==> config.mk <==
export PLATFORM = sky130hd
export DESIGN_NAME = inv_key_scheduler
export DESIGN_NICKNAME = d
export VERILOG_FILES = /design/src/rtl/inv_key_scheduler.sv
export SDC_FILE = /design/constraint.sdc
export NUM_CORES = 1
export LEC_CHECK = 0
export CAP_MARGIN = 20
export CORE_UTILIZATION = 35
export DETAILED_ROUTE_END_ITERATION = 10
export GPL_TIMING_DRIVEN = 0
export PLACE_DENSITY_LB_ADDON = 0.12
export SYNTH_ARGS = -nofsm -noshare
export SYNTH_HDL_FRONTEND = slang
export SYNTH_SLANG_ARGS = --single-unit
==> constraint.sdc <==
create_clock -name clk -period 2.45 [get_ports clk]
set_input_delay 0.49 -clock clk [delete_from_list [all_inputs] [get_ports clk]]
set_output_delay 0.49 -clock clk [all_outputs]
set_load 0.02 [all_outputs]
==> src/rtl/inv_key_scheduler.sv <==
// AES-128 inverse key schedule: starting from the round-10 key, presents
// round keys 10 down to 0, one per cycle, using an external S-box array.
module inv_key_scheduler (
    input  logic         clk,
    input  logic         rst,
    input  logic         start,
    input  logic [127:0] last_key,
    output logic [31:0]  sub_in,
    input  logic [31:0]  sub_out,
    output logic [127:0] rk,
    output logic [3:0]   rk_round,
    output logic         rk_valid,
    output logic         busy,
    output logic         done
);

    typedef enum logic [1:0] {StIdle, StRun, StFin} state_e;

    state_e       state_q, state_d;
    logic [127:0] rk_q, rk_d;
    logic [3:0]   rk_round_q, rk_round_d;
    logic         rk_valid_q, rk_valid_d;
    logic         busy_q, busy_d;
    logic         done_q, done_d;

    logic [31:0] w0, w1, w2, w3, t;
    logic [7:0]  rcon;

    assign w0 = rk_q[127:96];
    assign w1 = rk_q[95:64];
    assign w2 = rk_q[63:32];
    assign w3 = rk_q[31:0];
    // t is w3 of the previous round key, so RotWord(t) feeds the S-box.
    assign t      = w3 ^ w2;
    assign sub_in = {t[23:0], t[31:24]};

    always_comb begin
        unique case (rk_round_q)
            4'd1:    rcon = 8'h01;
            4'd2:    rcon = 8'h02;
            4'd3:    rcon = 8'h04;
            4'd4:    rcon = 8'h08;
            4'd5:    rcon = 8'h10;
            4'd6:    rcon = 8'h20;
            4'd7:    rcon = 8'h40;
            4'd8:    rcon = 8'h80;
            4'd9:    rcon = 8'h1b;
            4'd10:   rcon = 8'h36;
            default: rcon = 8'h00;
        endcase
    end

    always_comb begin
        state_d    = state_q;
        rk_d       = rk_q;
        rk_round_d = rk_round_q;
        rk_valid_d = 1'b0;
        busy_d     = 1'b0;
        done_d     = 1'b0;
        unique case (state_q)
            StIdle: begin
                if (start) begin
                    rk_d       = last_key;
                    rk_round_d = 4'd10;
                    rk_valid_d = 1'b1;
                    busy_d     = 1'b1;
                    state_d    = StRun;
                end
            end
            StRun: begin
                if (rk_round_q != 4'd0) begin
                    rk_d       = {w0 ^ sub_out ^ {rcon, 24'h0}, w1 ^ w0, w2 ^ w1, t};
                    rk_round_d = rk_round_q - 4'd1;
                    rk_valid_d = 1'b1;
                    busy_d     = 1'b1;
                end else begin
                    done_d  = 1'b1;
                    state_d = StFin;
                end
            end
            StFin: begin
                state_d = StIdle;
            end
            default: begin
                state_d = StIdle;
            end
        endcase
    end

    always_ff @(posedge clk) begin
        if (rst) begin
            state_q    <= StIdle;
            rk_q       <= 128'h0;
            rk_round_q <= 4'd0;
            rk_valid_q <= 1'b0;
            busy_q     <= 1'b0;
            done_q     <= 1'b0;
        end else begin
            state_q    <= state_d;
            rk_q       <= rk_d;
            rk_round_q <= rk_round_d;
            rk_valid_q <= rk_valid_d;
            busy_q     <= busy_d;
            done_q     <= done_d;
        end
    end

    assign rk       = rk_q;
    assign rk_round = rk_round_q;
    assign rk_valid = rk_valid_q;
    assign busy     = busy_q;
    assign done     = done_q;

endmodule

==> flow_metrics.env <==
export IMPL_status="complete, no violations"
export IMPL_worstPathCellList="xor2_1 -> clkdlybuf4s50_1"
export IMPL_synth_edf_count=0
export IMPL_drv_cap=0
export IMPL_final_hold_viol_count=0
export IMPL_layout_drive_gt1_share=0.0833
export IMPL_final_seq_area_sq_um=2890
export IMPL_synth_area_leader_cell="dfxtp_1"
export IMPL_area_growth_synth_to_final_pct=52.2
export IMPL_critPathArrivalTime_ns=1.86
export IMPL_switching_share=0.381
export IMPL_synth_area_leaders="dfxtp_1 (35%), a22o_1 (10%), nor3b_1 (9.0%), a21oi_1 (8.0%), o21ai_0 (7.6%)"
export IMPL_fin_area_sq_um=12400
export IMPL_antenna_found_initial=2
export IMPL_grt_overflow=0
export IMPL_die_w_um=155
export IMPL_clock_root_buffer="clkbuf_16"
export IMPL_place_port_buffers=329
export IMPL_grt_start_max_net_pins=17
export IMPL_dpl_cell_area_sq_um=11800
export IMPL_ant_nets=0
export IMPL_vias_per_cell=5.40
export IMPL_drc_errors=0
export IMPL_synth_area_sq_um=8150
export IMPL_numCtsBuffers=17
export IMPL_seq_area_frac_synth=0.354
export IMPL_rr_startpoint="rk_round[1]"
export IMPL_ys_warn_count=0
export IMPL_worst_slew_pin_slew_ns=0.769
export IMPL_p_sw_uw=3670
export IMPL_h_tree_depth=4
export IMPL_worstPathRequired_ns=1.96
export IMPL_yosys_area_top_type_share=0.354
export IMPL_setup_viol=0
export IMPL_nets=1524
export IMPL_clockPowerShare=0.270
export IMPL_post_route_period_util=0.961
export IMPL_ys_ff_latch=144
export IMPL_endpoint_kind="output pin"
export IMPL_synth_area_per_cell_sq_um=8.11
export IMPL_multi_input_area_sq_um=4800
export IMPL_wl_per_cell_um=20.1
export IMPL_critPathLaunchType="flip-flop"
export IMPL_finalWirelength_um=33200
export IMPL_syn_nets=1174
export IMPL_core_area_sq_um=22700
export IMPL_ios=330
export IMPL_timing_fmax_mhz=425
export IMPL_hold_start="rk[98]"
export IMPL_vias=8945
export IMPL_criticalPathCategory="flip-flop to output pin"
export IMPL_clockBufferDepth=2
export IMPL_critPathSlowestCell="clkdlybuf4s50_1"
export IMPL_post_route_util=0.546
export IMPL_rr_endpoint="rcon[3]"
export IMPL_cp_endpoint="sub_in[8]"
export IMPL_powerDensity_nw_per_um2=777
export IMPL_drt_iter0_drc=513
export IMPL_grt_pass1_wl_um=49800
export IMPL_hold_depth=2
export IMPL_period_minus_slack_ns=2.35
export IMPL_grt_pass1_vias=8482
export IMPL_combPwrFrac=0.414
export IMPL_slew_headroom=0.487
export IMPL_routabilityCongestion=0.913
export IMPL_internal_power_uw=5970
export IMPL_power_uw=9640
export IMPL_fin_ws_ns=0.0953
export IMPL_drv_slew=0
export IMPL_cts_num_sinks=144
export IMPL_synth_async_reset_ratio=0
export IMPL_crit_start="rk[32]"
export IMPL_clk_latency_ns=0.43
export IMPL_clk_pin_slew_ns=0.07
export IMPL_leakage_uw=0.00474
export IMPL_hp_class="flip-flop to flip-flop"
export IMPL_rr_worst_depth=10
export IMPL_num_rows=55
export IMPL_grtUsageTotal=0.272
export IMPL_seqPwrFrac=0.316
export IMPL_start_util=0.359
export IMPL_synthFlopType="dfxtp_1"
export IMPL_path_max_fanout=5
export IMPL_post_place_ws_ns=-0.543
export IMPL_n_fill_cell=2177
export IMPL_syn_inst=1006
export IMPL_cts_hold_buf=0
export IMPL_cts_tree="yes"
export IMPL_peakVddDrop_mv=0.449
export IMPL_r2r_slack_ns=0.11
export IMPL_skew_ns=0.0122
export IMPL_fin_cells=1656
export IMPL_dr_pass1_iters=5
export IMPL_critPathMaxStageDelay_ns=0.74
export IMPL_place_hpwl_um=24500
export IMPL_die_area_sq_um=23900
export IMPL_ys_types=42
export IMPL_place_inst=1620
export IMPL_die_h_um=155
-- routing by layer --
metal  vias to the layer above  routed length, um  GRT usage
met2                       327              15500      0.443
met3                        32               1900     0.0471
met1                      4262              15100      0.363
met5                         -                  0          0
li1                       4324                  -          -
met4                         0                659     0.0910
-- synthesized netlist by cell type (2+ instances only) --
| master | number |
|---|---|
| a21oi_1 | 131 |
| xor2_1 | 40 |
| mux2_2 | 33 |
| or3_1 | 2 |
| dfxtp_1 | 144 |
| nand3_1 | 4 |
| a22o_1 | 96 |
| buf_6 | 10 |
| nor3_1 | 2 |
| clkbuf_2 | 4 |
| o21ai_0 | 124 |
| buf_4 | 3 |
| nor2b_1 | 33 |
| o211ai_1 | 3 |
| mux2i_1 | 4 |
| nand3b_1 | 2 |
| buf_2 | 18 |
| nand2b_1 | 2 |
| buf_1 | 5 |
| clkbuf_1 | 46 |
| ha_1 | 5 |
| nor2_1 | 39 |
| or2_1 | 2 |
| inv_1 | 6 |
| nand2_1 | 129 |
| nor3b_1 | 98 |
| o21ai_1 | 6 |
-- cells in the final DEF, fill, tap and decap left out, drive strengths merged, types with 2 or more instances in the layout --
cell           count
a211oi             2
a21oi            132
a22o              96
and4bb             2
buf               39
clkbuf            67
clkdlybuf4s50    329
clkinv             5
dfxtp            144
diode              2
ha                 5
inv               14
mux2              33
mux2i              4
nand2            129
nand2b             2
nand3              4
nand3b             2
nor2              39
nor2b             33
nor3               2
nor3b             98
o211ai             4
o21ai            130
or2                2
or3                2
xor2              40
-- power by group through the flow --
stage | logic [uW] | clock network [uW] | registers (uW)
floorplan | 1870 | 0 | 3370
global placement | 3930 | 0 | 3080
detailed placement | 3950 | 0 | 3090
CTS | 3980 | 2640 | 3040
global route | 4270 | 2730 | 3100
finish | 3990 | 2600 | 3050
-- critical path: cells and delay by family (launching register included) --
family | cells | cell delay, ns
buffers and inverters | 1 | 0.74
DFF | 1 | 0.43
xor gates and xnor gates | 1 | 0.28
-- logic make-up after synthesis --
group | after synthesis | share of synthesized area
compound gates | 370 | 0.279
mux | 37 | 0.0505
xor+xnor | 40 | 0.0430
fa+ha+maj | 5 | 0.00767
simple gates | 317 | 0.208
buf+inv | 93 | 0.0582
flops | 144 | 0.354
-- worst min path at each step --
stage / endpoint / slack (ns)
global route: rk[101] / 0.53
global placement: rk[98] / 0.50
finish: rk[98] / 0.51
detailed placement: rk[98] / 0.50
CTS: rk[98] / 0.51
floorplan: rcon[6] / 0.57
-- area by class of cell --
class                           instances  area share
Inverter                                6     0.00182
Tap cell                              285      0.0287
Sequential cell                       144       0.233
Clock buffer                           17      0.0343
Multi-Input combinational cell        769       0.387
Timing Repair Buffer                  332       0.267
Buffer                                 86      0.0356
Antenna cell                            2    0.000403
Clock inverter                         15      0.0120
-- flip-flops by register name, summed over array words and instances, names as in the netlist --
register / cells
busy: 1
rk_round: 4
state_q: 2
done: 1
rcon: 8
rk: 128
-- metrics by stage --
stage	hold WS, ns	TNS (ns)
floorplan	0.566	0
global placement	0.498	-5.29
detailed placement	0.502	-6.07
CTS	0.514	0
global route	0.531	-0.00248
finish	0.511	0
-- timing repair --
item,in CTS,in global routing
pin swaps,1,1
gates resized for setup,3,5
endpoints found under the setup margin,3,9
buffers inserted,0,3
No activity file was read; power rests on OpenSTA's default activity.
